File: src/rtl/expr_sequencer.sv
// Microcode-driven control sequencer for the expression-solver datapath.
// Define SEQ_LOOP_EN to compile in multi-pass iteration driven by iter.
module expr_sequencer #(
  parameter  int NSTEPS = 8,
  parameter  int NLOAD  = 3,
  parameter  int NMUX   = 3,
  parameter  int MUXW   = 2,
  localparam int SW     = $clog2(NSTEPS),
  localparam int CW_W   = NLOAD + NMUX*MUXW + 2
) (
  input  logic                 clk,
  input  logic                 rst,
  input  logic                 start,
  input  logic                 stall,
  input  logic                 abort,
  input  logic [7:0]           iter,
  input  logic                 prog_we,
  input  logic [SW-1:0]        prog_addr,
  input  logic [CW_W-1:0]      prog_data,
  output logic [NLOAD-1:0]     ld,
  output logic [NMUX*MUXW-1:0] msel,
  output logic                 op,
  output logic                 busy,
  output logic                 done
);

  typedef enum logic [1:0] {
    IDLE,
    RUN,
    DONE
  } state_t;

  state_t          state, state_n;
  logic [SW-1:0]   step, step_n;
  logic [SW-1:0]   nxt;
  logic [CW_W-1:0] cw, cw_n;
  logic [CW_W-1:0] tbl [NSTEPS];
  logic            we;
  logic            pass_end;

`ifdef SEQ_LOOP_EN
  logic [7:0] pass, pass_n;
`else
  logic unused_iter;
  assign unused_iter = ^iter;
`endif

  assign nxt = step + SW'(1);

  always_comb begin
    state_n  = state;
    step_n   = step;
    cw_n     = cw;
    we       = 1'b0;
    pass_end = 1'b0;
`ifdef SEQ_LOOP_EN
    pass_n   = pass;
`endif
    unique case (state)
      IDLE: begin
        we = prog_we &&
             ({1'b0, prog_addr} < (SW+1)'(NSTEPS));
        if (start) begin
          state_n = RUN;
          step_n  = '0;
          cw_n    = tbl[0];
`ifdef SEQ_LOOP_EN
          pass_n  = (iter == 8'd0) ? 8'd1 : iter;
`endif
        end
      end
      RUN: begin
        if (abort) begin
          state_n = IDLE;
          step_n  = '0;
          cw_n    = '0;
        end else if (!stall) begin
          pass_end = cw[0] ||
                     (step == SW'(NSTEPS-1));
          if (!pass_end) begin
            step_n = nxt;
            cw_n   = tbl[nxt];
          end
`ifdef SEQ_LOOP_EN
          else if (pass > 8'd1) begin
            // rewind with no bubble between passes
            step_n = '0;
            cw_n   = tbl[0];
            pass_n = pass - 8'd1;
          end
`endif
          else begin
            state_n = DONE;
            step_n  = '0;
            cw_n    = '0;
          end
        end
      end
      DONE: state_n = IDLE;
      default: state_n = IDLE;
    endcase
  end

  always_ff @(posedge clk or posedge rst) begin
    if (rst) begin
      state <= IDLE;
      step  <= '0;
      cw    <= '0;
`ifdef SEQ_LOOP_EN
      pass  <= '0;
`endif
    end else begin
      state <= state_n;
      step  <= step_n;
      cw    <= cw_n;
`ifdef SEQ_LOOP_EN
      pass  <= pass_n;
`endif
    end
  end

  // word[0] is fetched combinationally, so a same-edge write issues old data
  always_ff @(posedge clk or posedge rst) begin
    if (rst) begin
      for (int i = 0; i < NSTEPS; i++)
        tbl[i] <= '0;
    end else if (we) begin
      tbl[prog_addr] <= prog_data;
    end
  end

  assign ld   = stall ? '0 : cw[CW_W-1 -: NLOAD];
  assign msel = cw[NMUX*MUXW+1:2];
  assign op   = cw[1];
  assign busy = (state == RUN);
  assign done = (state == DONE);

endmodule

File: config.mk
export PLATFORM = sky130hd
export DESIGN_NAME = expr_sequencer
export DESIGN_NICKNAME = d
export VERILOG_FILES = /design/src/rtl/expr_sequencer.sv
export SDC_FILE = /design/constraint.sdc
export NUM_CORES = 1
export LEC_CHECK = 0
export CAP_MARGIN = 30
export CORE_ASPECT_RATIO = 0.9
export CORE_MARGIN = 10
export CORE_UTILIZATION = 50
export CTS_CLUSTER_DIAMETER = 150
export DETAILED_ROUTE_END_ITERATION = 10
export GPL_TIMING_DRIVEN = 0
export PLACE_DENSITY = 0.78
export REMOVE_ABC_BUFFERS = 1
export SYNTH_ARGS = -nofsm -noshare
export SYNTH_HDL_FRONTEND = slang
export SYNTH_SLANG_ARGS = --single-unit
File: constraint.sdc
create_clock -name clk -period 4.4 [get_ports clk]
set_input_delay 1.32 -clock clk [delete_from_list [all_inputs] [get_ports clk]]
set_output_delay 1.32 -clock clk [all_outputs]
set_load 0.005 [all_outputs]
==> run summary <==
The worst setup path is of the in -> out kind. The most numerous cell in the Yosys netlist is sky130_fd_sc_hd__dfrtp_1. The highest net fanout along the worst path is 7. The initial antenna violation count was 0.

In the synthesized netlist, the cells that appear most often are 104 x sky130_fd_sc_hd__dfrtp_1, 57 x sky130_fd_sc_hd__mux2_2, 23 x sky130_fd_sc_hd__mux2_4. The deepest level of the CTS H-tree is 3. The pin count of the biggest net entering global routing is 61.

The share of the Yosys chip area taken by registers is 0.504. The finished layout cell area came out at about 5800 µm². The headroom to the max-slew limit came out at 0.275. The number of max-slew violations in the final report was 0. The share of synthesized flip-flops with an asynchronous set or reset came out at 1.00. The distinct cell type count of the synthesized netlist is 36. The source of the worst register-to-register timing path is step[0]. Data arrives at the worst endpoint at roughly 2.7 ns. The number of DRC markers after the initial detailed-route iteration came out at about 360. The total DRC errors in the routed layout came out at 0.

The share of total power in combinational logic came out at 0.329. The number of nets in the layout came out at 388. The final total power came out at 3.57 mW. Summing all placed instances gives a cell area of 5490 µm². The worst IR drop on VDD came out at between 300 and 400 µV. The length in cells of the worst reg-to-reg path is 6.

The core area is between 10000 and 15000 µm². The floorplan step set the die height to 116 µm. In this run the worst hold path is classified as reg -> reg.

The synthesized design contains 0 enable-type register cells. Yosys printed 0 warnings. In this run, synthesis produced a sequential element count of approximately 100.

The signed area change from the synthesized netlist to the final layout is 12.1%. In the synthesized netlist the dominant register cell turns out to be sky130_fd_sc_hd__dfrtp_1. The count of nets left with antenna violations once routing finished came out at 0. The analysis attributes to cell leakage a power of 2.44 nW. The congestion estimate from routability-driven global placement came to just under 0.8.

The worst hold path terminates at tbl[47]. The die is roughly 130 µm wide. In the final timing run, aggregate negative setup slack is 0 ns.

The worst setup path is launched from a primary input. The worst register-to-register path ends at cw[5]. The worst setup timing slack at the placement stage came out at approximately 0.43 ns.

Clock tree synthesis selected as its root buffer the cell sky130_fd_sc_hd__clkbuf_16. After synthesis, the cell types taking the most area are sky130_fd_sc_hd__dfrtp_1 50%, sky130_fd_sc_hd__mux2_2 12%, sky130_fd_sc_hd__mux2_4 6.7%. The part of the power in registers came out at 0.457. The clock transition at the registers of the reported paths came out at around 0.070 ns. The number of global-route vias before repair came out at 3455.

The number of max-cap violations came out at 0. The iteration count of the initial detailed-routing pass is 4. After technology mapping, the gate count stands at ~340. Based on the critical path, the design can be clocked at up to around 250 MHz. The area share of the largest cell type after synthesis is 0.504. The filler cell count is 811.

The overall die area came out at 14800 µm². The setup slack after layout came out at slightly below 0.4 ns. TritonCTS built the clock tree. Data on the critical path is required at its endpoint by 3.08 ns. The flow ran to the end, and the final reports show no timing, DRC or antenna violations. The sum of net half-perimeters after detailed placement is between 7000 and 8000 µm. The number of instances resized during post-cts repair is 0. Clock latency on the worst-skew pair, taken at its later pin, is approximately 0.35 ns.

Summing every instance area after synthesis gives 5160 µm². The measured slew at the worst slew-check pin is 1.09 ns. The overall track demand over capacity in global routing is 0.165.

The total of hold buffers inserted after clock tree synthesis is 0. The analysis attributes to net switching a power of approximately 1.0 mW. The number of input and output port buffers inserted came out at 31. The number of buffers inserted by post-CTS setup repair is 0. The power per standard cell area is 617 nW/µm². The startpoint identified for the worst hold timing path is tbl[47].

The fraction of layout cells with a size suffix above 1 came out at 0.320. The multi-input combinational cells in the finished layout cover a total of approximately 2300 µm². The clock drives roughly 100 sinks. The fraction of power spent switching nets came out at 0.293. The number of vias per cell is roughly 6.4.

Internal power comes to ~2.5 mW. The boundary pin count is 40. The minimum period implied by the final worst setup slack is 4.01 ns. Summed over all layers, the routed wires come to 11700 µm.

The number of cells on the worst hold path came out at 1. The total CTS buffers is 9. The initial core utilization came out at 0.508. Summing all flip-flop and latch instances after layout gives approximately 2600 µm². For the final database, setup skew stands at approximately 0.0085 ns. The first global-routing pass estimated 19100 µm of wire.

Setup repair after global routing left no endpoint under its margin. STA classifies the critical path endpoint as a primary output. In the finished design, the share of the clock period the worst path needs comes to 0.911.

The total setup violations reported at the end of the flow is 0. The biggest area contributor in the post-synthesis netlist is sky130_fd_sc_hd__dfrtp_1. The post-synthesis average cell area came out at ~15 µm². The average routed wire per standard cell is between 20 and 25 µm. The number of hold violations in the final report came to 0. The number of rows created at floorplan is 35. The total congestion overflow after global routing came out at 0.

The maximum buffer depth of the clock tree came out at 2. The reg2reg setup slack came out at around 1.8 ns. The number of antenna diodes in the final layout is 0. The overall via count from detail_route came out at roughly 3100. The clock network fraction of design power came out at 0.213.
## logic make-up (layout without fill, tap and decap cells)
group           after synthesis  after routing  share of synthesized area
compound gates               35             35                     0.0472
fa+ha+maj                     2              2                    0.00484
buf+inv                      38             56                     0.0497
flops                       104            104                      0.504
mux                         113            113                      0.320
simple gates                 52             52                     0.0741
## worst max path at each step
stage	from	to	depth (start not counted)	slack, ns
2_1_floorplan	rst	cw[0]	1	0.35
3_3_place_gp	rst	tbl[31]	2	-0.98
3_5_place_dp	stall	ld[2]	3	0.43
4_1_cts	stall	ld[2]	3	0.41
5_1_grt	stall	ld[2]	3	0.34
6_report	stall	ld[2]	3	0.39
## worst max-delay path, cell delays in order
cell and delay (ns):
sky130_fd_sc_hd__clkdlybuf4s50_1 0.57, sky130_fd_sc_hd__nor2b_1 0.25, sky130_fd_sc_hd__clkdlybuf4s50_1 0.54
## per-layer routing
metal	vias to the layer above	global-route usage	share of wire
met1	1634	0.213	0.44
met5	-	0	0
met4	0	0.0652	0.018
met3	16	0.0449	0.068
met2	104	0.260	0.48
li1	1372	-	-
## placed cells by master, fill, tap and decap left out, types with 2 or more instances in the layout
| master | count |
|---|---|
| sky130_fd_sc_hd__nand2_1 | 3 |
| sky130_fd_sc_hd__clkbuf_8 | 2 |
| sky130_fd_sc_hd__buf_16 | 2 |
| sky130_fd_sc_hd__nand3_1 | 5 |
| sky130_fd_sc_hd__and3_1 | 2 |
| sky130_fd_sc_hd__buf_6 | 2 |
| sky130_fd_sc_hd__inv_1 | 3 |
| sky130_fd_sc_hd__nor2b_1 | 6 |
| sky130_fd_sc_hd__clkdlybuf4s50_1 | 31 |
| sky130_fd_sc_hd__nand4b_1 | 11 |
| sky130_fd_sc_hd__a41oi_1 | 11 |
| sky130_fd_sc_hd__dfrtp_1 | 104 |
| sky130_fd_sc_hd__buf_8 | 2 |
| sky130_fd_sc_hd__ha_1 | 2 |
| sky130_fd_sc_hd__clkinv_4 | 2 |
| sky130_fd_sc_hd__o22ai_1 | 11 |
| sky130_fd_sc_hd__mux2_4 | 23 |
| sky130_fd_sc_hd__a31oi_1 | 11 |
| sky130_fd_sc_hd__nand4_1 | 12 |
| sky130_fd_sc_hd__clkbuf_16 | 9 |
| sky130_fd_sc_hd__mux4_1 | 13 |
| sky130_fd_sc_hd__mux2_1 | 10 |
| sky130_fd_sc_hd__mux4_2 | 9 |
| sky130_fd_sc_hd__nor2_1 | 2 |
| sky130_fd_sc_hd__mux2_2 | 57 |
## power groups by stage
stage / logic, mW / registers, mW / clock network [mW]
after floorplan: 0.825 / 1.56 / 0
after global placement: 1.07 / 1.62 / 0
after detailed placement: 1.18 / 1.64 / 0
after CTS: 1.19 / 1.63 / 0.773
after global routing: 1.27 / 1.68 / 0.822
final: 1.17 / 1.63 / 0.762
## metrics by stage
stage,utilization,hold WS (ns),std cells
6_report,0.570,0.502,491
3_3_place_gp,0.531,0.480,470
2_1_floorplan,-,0.471,310
3_5_place_dp,0.541,0.488,475
5_1_grt,0.570,0.517,491
4_1_cts,0.569,0.504,490
## area by class of cell
class / instances / share of cell area
flip-flops and latches: 104 / 0.450
clock inverters: 3 / 0.00454
inverters: 4 / 0.00303
repair buffers: 37 / 0.0722
clock buffers: 12 / 0.0443
multi-input cells: 202 / 0.398
well taps: 129 / 0.0279
## sequential cells by signal, summed over array words and instances (netlist names)
signal,cells
step,3
cw,11
state,2
tbl,88
Power figures use the tool's default switching activity.
